`src/rtl/distance_scan.sv`:
```
// Host-side scanner for the replica total-distance shift chain: rotates the chain
// once around and reports the minimum (with its replica id), maximum and sum.
module distance_scan #(
    parameter int replica_num = 32,
    parameter int dis_w       = 32,
    parameter int id_w        = $clog2(replica_num)
) (
    input  logic                  clk_i,
    input  logic                  reset_i,
    input  logic                  start_i,
    input  logic                  opt_busy_i,
    output logic                  busy_o,
    output logic                  done_o,
    output logic                  distance_shift_o,
    output logic [dis_w-1:0]      distance_wdata_o,
    input  logic [dis_w-1:0]      distance_rdata_i,
    output logic [dis_w-1:0]      min_dis_o,
    output logic [id_w-1:0]       min_id_o,
    output logic [dis_w-1:0]      max_dis_o,
    output logic [dis_w+id_w-1:0] sum_dis_o
);

    typedef enum logic [1:0] {
        IDLE,
        SCAN,
        FIN
    } state_t;

    localparam logic [id_w-1:0] LastCnt = id_w'(replica_num - 1);

    state_t                state_q;
    logic [id_w-1:0]       cnt_q;
    logic [dis_w-1:0]      minAcc_q, minAcc_d;
    logic [dis_w-1:0]      maxAcc_q, maxAcc_d;
    logic [id_w-1:0]       idAcc_q, idAcc_d;
    logic [dis_w+id_w-1:0] sumAcc_q, sumAcc_d;
    logic                  done_q;
    logic [dis_w-1:0]      minDis_q, maxDis_q;
    logic [id_w-1:0]       minId_q;
    logic [dis_w+id_w-1:0] sumDis_q;

    // Ids are visited tail-first (descending), so "<=" lets a later, lower id win ties.
    always_comb begin
        minAcc_d = minAcc_q;
        idAcc_d  = idAcc_q;
        maxAcc_d = maxAcc_q;
        sumAcc_d = sumAcc_q + {{id_w{1'b0}}, distance_rdata_i};
        if (distance_rdata_i <= minAcc_q) begin
            minAcc_d = distance_rdata_i;
            idAcc_d  = LastCnt - cnt_q;
        end
        if (distance_rdata_i > maxAcc_q) begin
            maxAcc_d = distance_rdata_i;
        end
    end

    always_ff @(posedge clk_i) begin
        if (!reset_i) begin
            state_q  <= IDLE;
            cnt_q    <= '0;
            minAcc_q <= '1;
            maxAcc_q <= '0;
            idAcc_q  <= '0;
            sumAcc_q <= '0;
            done_q   <= 1'b0;
            minDis_q <= '0;
            maxDis_q <= '0;
            minId_q  <= '0;
            sumDis_q <= '0;
        end else begin
            done_q <= 1'b0;
            case (state_q)
                IDLE: begin
                    if (start_i && !opt_busy_i) begin
                        state_q  <= SCAN;
                        cnt_q    <= '0;
                        minAcc_q <= '1;
                        maxAcc_q <= '0;
                        idAcc_q  <= '0;
                        sumAcc_q <= '0;
                    end
                end
                SCAN: begin
                    minAcc_q <= minAcc_d;
                    maxAcc_q <= maxAcc_d;
                    idAcc_q  <= idAcc_d;
                    sumAcc_q <= sumAcc_d;
                    cnt_q    <= cnt_q + 1'b1;
                    if (cnt_q == LastCnt) begin
                        state_q <= FIN;
                    end
                end
                FIN: begin
                    minDis_q <= minAcc_q;
                    maxDis_q <= maxAcc_q;
                    minId_q  <= idAcc_q;
                    sumDis_q <= sumAcc_q;
                    done_q   <= 1'b1;
                    state_q  <= IDLE;
                end
                default: begin
                    state_q <= IDLE;
                end
            endcase
        end
    end

    // Tail value is fed straight back to the head so the chain ends where it began.
    assign distance_shift_o = (state_q == SCAN);
    assign distance_wdata_o = (state_q == SCAN) ? distance_rdata_i : '0;
    assign busy_o           = (state_q != IDLE);
    assign done_o           = done_q;
    assign min_dis_o        = minDis_q;
    assign max_dis_o        = maxDis_q;
    assign min_id_o         = minId_q;
    assign sum_dis_o        = sumDis_q;

endmodule

```
`config.mk`:
```
export PLATFORM = sky130hd
export DESIGN_NAME = distance_scan
export DESIGN_NICKNAME = d
export VERILOG_FILES = /design/src/rtl/distance_scan.sv
export SDC_FILE = /design/constraint.sdc
export NUM_CORES = 1
export LEC_CHECK = 0
export ABC_AREA = 1
export CAP_MARGIN = 10
export CORE_MARGIN = 2
export CORE_UTILIZATION = 50
export CTS_CLUSTER_DIAMETER = 120
export CTS_CLUSTER_SIZE = 28
export DETAILED_ROUTE_END_ITERATION = 6
export GPL_TIMING_DRIVEN = 0
export HOLD_SLACK_MARGIN = 0.12
export PLACE_DENSITY = 0.78
export REMOVE_ABC_BUFFERS = 1
export SYNTH_ARGS = -nofsm -noshare
export SYNTH_HDL_FRONTEND = slang
export SYNTH_SLANG_ARGS = --single-unit
```
`constraint.sdc`:
```
create_clock -name clk_i -period 1.95 [get_ports clk_i]
set_input_delay 0.39 -clock clk_i [delete_from_list [all_inputs] [get_ports clk_i]]
set_output_delay 0.39 -clock clk_i [all_outputs]
set_load 0.02 [all_outputs]
```
==> results.txt, run 1 <==
----------------------------------------------------
[Run status]
  Run status ... finished, violations left
  Violations in the final reports ... setup timing

[Final layout]
  Multi-input logic area ... 8342 um^2
  Proportion of layout cells with a drive suffix above 1 ... 23.74%
  Area growth from synthesis to layout ... 43.95%
  Seq. cell area ... 4446 um^2
  Antenna diode count ... 0
  Fill cell instance count of the final layout ... 1716
  Layout Nets ... 2082
  Post-route cell area ... 17040 um^2
  Final core utilization ... 73.03%

[Floorplanning]
  Horizontal die dimension ... 157.9 um
  I/O pin cnt ... 177
  Die H ... 157.9 um
  Starting Density ... 50.73%
  Core outline area ... 23330 um^2
  Number of rows created at floorplan ... 56
  Die area ... 24920 um^2

[Critical path]
  Critical Path AT ... 2.72 ns
  Top fanout value on the critical path ... 9
  Critical path class ... reg -> reg
  Length in cells of the worst reg-to-reg path ... 14
  Critical Path End Type ... register
  Endpoint required time on the critical path ... 2.30 ns
  Element type at the critical path start ... register

[GRT]
  GR Overflow Total ... 0
  First-pass GRT wire length ... 62300 um
  Via count of the first global-routing pass ... 11.54k
  Pin count of the biggest net entering global routing ... 94
  Initial antenna violation count ... 1
  Global-route usage over all layers ... 32.13%

[Placed design]
  Area post-placement ... 13810 um^2
  Pre-CTS setup slack ... -2.663 ns
  Count of buffers inserted at the top-level ports ... 176
  Detailed Place HPWL ... 23890 um
  GPL Wtd Cong ... 0.9240

[STA]
  Clock skew after layout ... 0.01493 ns
  Fraction of the cycle the final worst path needs ... 121.6%
  Number of setup violations in the final report ... 127
  Worst Setup Slack, final ... -0.4215 ns
  Worst relative slew slack ... 24.81%
  Setup repair after global routing missed its margin ... yes
  Final setup TNS ... -31.71 ns
  Actual slew at the worst max-slew pin ... 1.127 ns
  F_max ... 421.7 MHz
  Count of endpoints failing hold in the final timing report ... 0
  Number of slew-limit violations in the final report ... 0
  Tmin final ... 2.371 ns

[Clock network]
  Buffer cell driving the clock tree root ... sky130_fd_sc_hd__clkbuf_16
  H-tree levels ... 1
  Number of buffers added by the clock tree synthesis step ... 11
  Clock tree from TritonCTS ... built
  Clock latency at the later pin of the worst-skew pair ... 0.48 ns
  Buffer depth of the longest clock path ... 3
  CTS clock-pin slew for the worst setup and hold paths ... 0.11 ns
  Clk sink count ... 220

[Synth]
  Share of synthesized flip-flops with an asynchronous set or reset ... 0%
  Portion of the post-synthesis area used by sequential elements ... 37.21%
  Combined area of all synthesized cells ... 11840 um^2
  Most frequently used flop master after synthesis ... sky130_fd_sc_hd__dfxtp_1
  Top cells by area, synth ... sky130_fd_sc_hd__dfxtp_1 (37%), sky130_fd_sc_hd__nand2_1 (12%), sky130_fd_sc_hd__ha_1 (10%)
  Number of synthesized register bits ... 220
  Most frequently used cell type in the post-synthesis netlist ... sky130_fd_sc_hd__nand2_1
  Top cells by count, synth ... sky130_fd_sc_hd__nand2_1 (370), sky130_fd_sc_hd__nor2_1 (236), sky130_fd_sc_hd__dfxtp_1 (220), sky130_fd_sc_hd__a21oi_1 (203), sky130_fd_sc_hd__inv_1 (169)
  EDFF count, synth ... 0
  Dominant cell type by area after synthesis ... sky130_fd_sc_hd__dfxtp_1
  Number of unique standard cell types used by synthesis ... 38
  Gate count after technology mapping ... 1729
  Total number of yosys warnings ... 0
  Syn avg cell area ... 6.847 um^2
  Share of the synthesized area in the top cell type ... 37.21%

[Drt]
  Remaining routing DRC violations ... 0
  Detailed-route vias per instance ... 5.727
  First-iteration detailed-routing DRC count ... 1230
  Total number of vias ... 12.97k
  Residual antenna-violating net count after detailed routing ... 0
  Post-detailed-routing wire length ... 45400 um
  Average routed wire per standard cell ... 20.04 um
  First-pass detailed-route iteration total ... 6

[Power]
  Worst IR drop on VDD ... 0.6617 mV
  Total power per unit cell area ... 625.2 nW/um^2
  Overall Power ... 10.65 mW
  Reported leakage power ... 7.541 nW

[Min path]
  Worst hold path class ... in -> reg
  Worst hold stages ... 3

[Job]
  Reported max-cap violation count ... 0

----------------------------------------------------
==> placed cells by master (no fill, tap or decap), types with 44 or more instances in the layout <==
master	count
sky130_fd_sc_hd__nand2_1	312
sky130_fd_sc_hd__dfxtp_1	189
sky130_fd_sc_hd__nor2_1	166
sky130_fd_sc_hd__a21oi_1	166
sky130_fd_sc_hd__inv_1	152
sky130_fd_sc_hd__o21ai_0	127
sky130_fd_sc_hd__clkdlybuf4s50_1	109
sky130_fd_sc_hd__nand3_1	93
sky130_fd_sc_hd__ha_1	62
sky130_fd_sc_hd__nor2_4	54
sky130_fd_sc_hd__buf_4	52
sky130_fd_sc_hd__nand2_2	44
==> per-stage QoR <==
| stage | hold WS [ns] | instances |
|---|---|---|
| floorplan | 0.4289 | 1650 |
| global placement | 0.4376 | 2145 |
| detailed placement | 0.4423 | 2151 |
| CTS | 0.3634 | 2212 |
| global route | 0.3642 | 2265 |
| finish | 0.3592 | 2265 |
==> kinds of logic (layout without fill, tap and decap cells) <==
logic type               count (synthesis)  after routing  share of synthesized area, %
adder cells (fa/ha/maj)                 99             99                         10.53
AND/OR/NAND/NOR                        768            788                         26.80
flip-flops                             220            220                         37.21
AO/OA/AOI/OAI                          388            388                         17.00
buffers and inverters                  253            450                         8.392
XOR/XNOR                                 1              1                       0.07400
==> sequential cells by signal, summed over array words and instances, names as in the netlist, 32 cells and up <==
| signal | flops |
|---|---|
| sumAcc_q | 37 |
| sum_dis_o | 37 |
| minAcc_q | 32 |
| maxAcc_q | 32 |
| max_dis_o | 32 |
| min_dis_o | 32 |
==> final cells by class <==
cell class,count,share of cell area [%]
Tap cell,319,2.342
Sequential cell,220,26.09
Multi-Input combinational cell,1276,48.95
Clock buffer,11,1.615
Clock inverter,1,0.1762
Inverter,174,4.215
Timing Repair inverter,4,0.4552
Timing Repair Buffer,260,16.15
==> final timing paths <==
check	start	endpoint	slack [ns]
max	minAcc_q[29]$_SDFFE_PN1P_	minAcc_q[4]$_SDFFE_PN1P_	-0.42
min	reset_i	maxAcc_q[3]$_SDFFE_PN0P_	0.36
max reg2reg	minAcc_q[29]$_SDFFE_PN1P_	minAcc_q[4]$_SDFFE_PN1P_	-0.42
min reg2reg	minAcc_q[27]$_SDFFE_PN1P_	minAcc_q[27]$_SDFFE_PN1P_	0.46
==> metal layers <==
metal	wire (um)	global-route usage, %
met1	17980	42.98
met5	12	0
met3	4226	4.325
met4	2785	13.98
met2	20390	51.90
==> power by group <==
part / internal [mW] / switching, mW / total (mW)
sequential: 4.69 / 0.121 / 4.81
combinational: 1.18 / 2.00 / 3.18
clock: 1.16 / 1.50 / 2.66
total: 7.03 / 3.63 / 10.7
==> worst max-delay path, cell delays in order, from the launching register on <==
cell and delay (ns):
sky130_fd_sc_hd__dfxtp_2 0.35, sky130_fd_sc_hd__inv_2 0.05, sky130_fd_sc_hd__ha_4 0.26, sky130_fd_sc_hd__nand2_2 0.04, sky130_fd_sc_hd__inv_2 0.07, sky130_fd_sc_hd__nand2_2 0.07, sky130_fd_sc_hd__nor3_4 0.27, sky130_fd_sc_hd__nand2_2 0.11
sky130_fd_sc_hd__nor2_4 0.18, sky130_fd_sc_hd__a31oi_4 0.15, sky130_fd_sc_hd__nand2_8 0.17, sky130_fd_sc_hd__buf_8 0.15, sky130_fd_sc_hd__nand2_8 0.12, sky130_fd_sc_hd__nand2_1 0.13, sky130_fd_sc_hd__nand3_1 0.09
==> timing repair <==
action	CTS	global route
hold buffers	0	0
resized for setup	461	256
pin swaps	43	80
gates cloned	16	9
setup endpoints to repair	199	150
setup buffers	33	46
No activity file was read; power rests on OpenSTA's default activity.
==> run 2, diff against run 1 <==
--- a/config.mk
+++ b/config.mk
@@ -7,7 +7,6 @@
 export LEC_CHECK = 0
 export ABC_AREA = 1
 export CAP_MARGIN = 10
-export CORE_MARGIN = 2
 export CORE_UTILIZATION = 50
 export CTS_CLUSTER_DIAMETER = 120
 export CTS_CLUSTER_SIZE = 28
==> results.txt, run 2 (synthesized netlist as in run 1, its figures left out) <==
----------------------------------------------------
[Run status]
  Run status ... finished, violations left
  Violations in the final reports ... setup timing

[STA]
  Number of setup violations in the final report ... 138
  Worst relative slew slack ... 37.36%
  F_max ... 401.9 MHz
  Final setup TNS ... -37.27 ns
  Count of endpoints failing hold in the final timing report ... 0
  Clock skew after layout ... 0.01748 ns
  Worst Setup Slack, final ... -0.5383 ns
  Fraction of the cycle the final worst path needs ... 127.6%
  Actual slew at the worst max-slew pin ... 0.9383 ns
  Tmin final ... 2.488 ns
  Setup repair after global routing missed its margin ... yes
  Number of slew-limit violations in the final report ... 0

[Drt]
  Remaining routing DRC violations ... 0
  First-pass detailed-route iteration total ... 6
  First-iteration detailed-routing DRC count ... 1328
  Post-detailed-routing wire length ... 47820 um
  Average routed wire per standard cell ... 21.03 um
  Residual antenna-violating net count after detailed routing ... 0
  Total number of vias ... 13.57k
  Detailed-route vias per instance ... 5.967

[Placed design]
  Pre-CTS setup slack ... -2.735 ns
  Count of buffers inserted at the top-level ports ... 176
  Detailed Place HPWL ... 23710 um
  Area post-placement ... 13790 um^2
  GPL Wtd Cong ... 0.8913

[Final layout]
  Commonest non-fill, non-tap cell in the layout ... sky130_fd_sc_hd__nand2_1
  Post-route cell area ... 17300 um^2
  Antenna diode count ... 0
  Area growth from synthesis to layout ... 46.10%
  Proportion of layout cells with a drive suffix above 1 ... 24.94%
  Commonest cells after routing, fill and taps aside ... sky130_fd_sc_hd__nand2_1 (296), sky130_fd_sc_hd__dfxtp_1 (190), sky130_fd_sc_hd__nor2_1 (176)
  Final core utilization ... 75.47%
  Layout Nets ... 2097

[Floorplanning]
  Die area ... 24290 um^2
  Starting Density ... 51.66%
  Number of rows created at floorplan ... 55
  I/O pin cnt ... 177
  Horizontal die dimension ... 155.9 um
  Core outline area ... 22920 um^2
  Die H ... 155.9 um

[GRT]
  GR Overflow Total ... 0
  Global-route usage over all layers ... 34.47%
  First-pass GRT wire length ... 65290 um
  Initial antenna violation count ... 0
  Pin count of the biggest net entering global routing ... 97
  Via count of the first global-routing pass ... 11.95k

[Clock network]
  Count of hold buffers inserted by post-cts repair ... 0
  Buffer cell driving the clock tree root ... sky130_fd_sc_hd__clkbuf_16
  Number of buffers added by the clock tree synthesis step ... 11
  Clock latency at the later pin of the worst-skew pair ... 0.49 ns
  CTS clock-pin slew for the worst setup and hold paths ... 0.10 ns
  Clk sink count ... 220
  Buffer depth of the longest clock path ... 3
  Clock tree from TritonCTS ... built
  H-tree levels ... 1

[Power]
  Total power per unit cell area ... 620.6 nW/um^2
  Internal portion of total power ... 7.065 mW
  Worst IR drop on VDD ... 0.6520 mV
  Combinational fraction of design power ... 30.4%
  Overall Power ... 10.73 mW
  Reported leakage power ... 7.657 nW
  Switching power ... 3.669 mW
  Switching part of the total ... 34.18%
  Clock network fraction of design power ... 24.8%
  Sequential share of power ... 44.7%

[Critical path]
  Top fanout value on the critical path ... 5
  Critical path class ... reg -> reg
  Critical Path End Type ... register
  Endpoint required time on the critical path ... 2.36 ns
  Critical Path AT ... 2.90 ns
  Element type at the critical path start ... register

[Job]
  Reported max-cap violation count ... 0

[Min path]
  Worst hold path class ... in -> reg

----------------------------------------------------
[run 2: changes by cell type in the layout (fill, tap and decap cells not counted), moves of 4 or more]
cell | before | now
sky130_fd_sc_hd__nand2_1 | 312 | 296
sky130_fd_sc_hd__nor2_1 | 166 | 176
sky130_fd_sc_hd__a21oi_2 | 26 | 39
sky130_fd_sc_hd__a21oi_1 | 166 | 157
sky130_fd_sc_hd__nor2_4 | 54 | 49
sky130_fd_sc_hd__dfxtp_4 | 1 | 5
sky130_fd_sc_hd__buf_6 | 40 | 51
sky130_fd_sc_hd__nand2_2 | 44 | 60
sky130_fd_sc_hd__a21oi_4 | 11 | 7
sky130_fd_sc_hd__nor2_2 | 22 | 18
sky130_fd_sc_hd__dfxtp_2 | 30 | 25
[run 2: per-stage QoR]
stage / std cells / hold slack [ns]
2_1_floorplan: 1650 / 0.4289
3_3_place_gp: 2139 / 0.4375
3_5_place_dp: 2145 / 0.4423
4_1_cts: 2233 / 0.3313
5_1_grt: 2274 / 0.3522
6_report: 2274 / 0.3350
[run 2: metal layers]
layer	track usage, %	vias to the layer above	share of wire, %
li1	-	6135	-
met4	16.29	0	6.1
met2	56.08	880	45
met1	44.68	6320	38
met3	5.361	235	11
met5	0	-	0
[run 2: worst paths after layout]
kind | start | endpoint | slack (ns) | depth (start not counted)
worst max register to register | maxAcc_q[22]$_SDFFE_PN0P_ | maxAcc_q[20]$_SDFFE_PN0P_ | -0.54 | 13
worst min register to register | minAcc_q[12]$_SDFFE_PN1P_ | minAcc_q[12]$_SDFFE_PN1P_ | 0.46 | 2
worst min-delay path | reset_i | minAcc_q[1]$_SDFFE_PN1P_ | 0.34 | 2
worst max-delay path | maxAcc_q[22]$_SDFFE_PN0P_ | maxAcc_q[20]$_SDFFE_PN0P_ | -0.54 | 13
[run 2: repair_timing]
action,CTS,global route
endpoints found under the setup margin,200,153
buffers inserted,57,40
gates resized for setup,498,252
gates cloned,19,6
pin swaps,44,62
[run 2: critical path: stages, from the launching register on]
cell	delay, ns
sky130_fd_sc_hd__dfxtp_2	0.35
sky130_fd_sc_hd__inv_2	0.05
sky130_fd_sc_hd__ha_4	0.28
sky130_fd_sc_hd__nand2_4	0.05
sky130_fd_sc_hd__nor2_4	0.14
sky130_fd_sc_hd__nand4_1	0.27
sky130_fd_sc_hd__nor2_4	0.29
sky130_fd_sc_hd__nand4_1	0.18
sky130_fd_sc_hd__nand2_4	0.20
sky130_fd_sc_hd__nand2_8	0.13
sky130_fd_sc_hd__buf_8	0.19
sky130_fd_sc_hd__nand3b_1	0.09
sky130_fd_sc_hd__nand2_1	0.07
sky130_fd_sc_hd__nor2_1	0.12
[run 2: final cells by class]
type                    count  area (um^2)
fillers                  1663         5620
flip-flops and latches    220         4454
clock buffers              11        275.3
repair buffers            278         3018
inverters                 174        715.7
well taps                 313        391.6
repair inverters            4        70.07
multi-input cells        1273         8341
clock inverters             1        30.03
[run 2: power groups by stage]
| stage | Combinational, mW | Clock (mW) | Sequential, mW |
|---|---|---|---|
| global route | 3.46 | 2.84 | 4.82 |
| global placement | 1.91 | 0 | 4.86 |
| CTS | 2.64 | 2.66 | 4.78 |
| floorplan | 1.30 | 0 | 4.85 |
| detailed placement | 1.96 | 0 | 4.87 |
| finish | 3.27 | 2.67 | 4.80 |
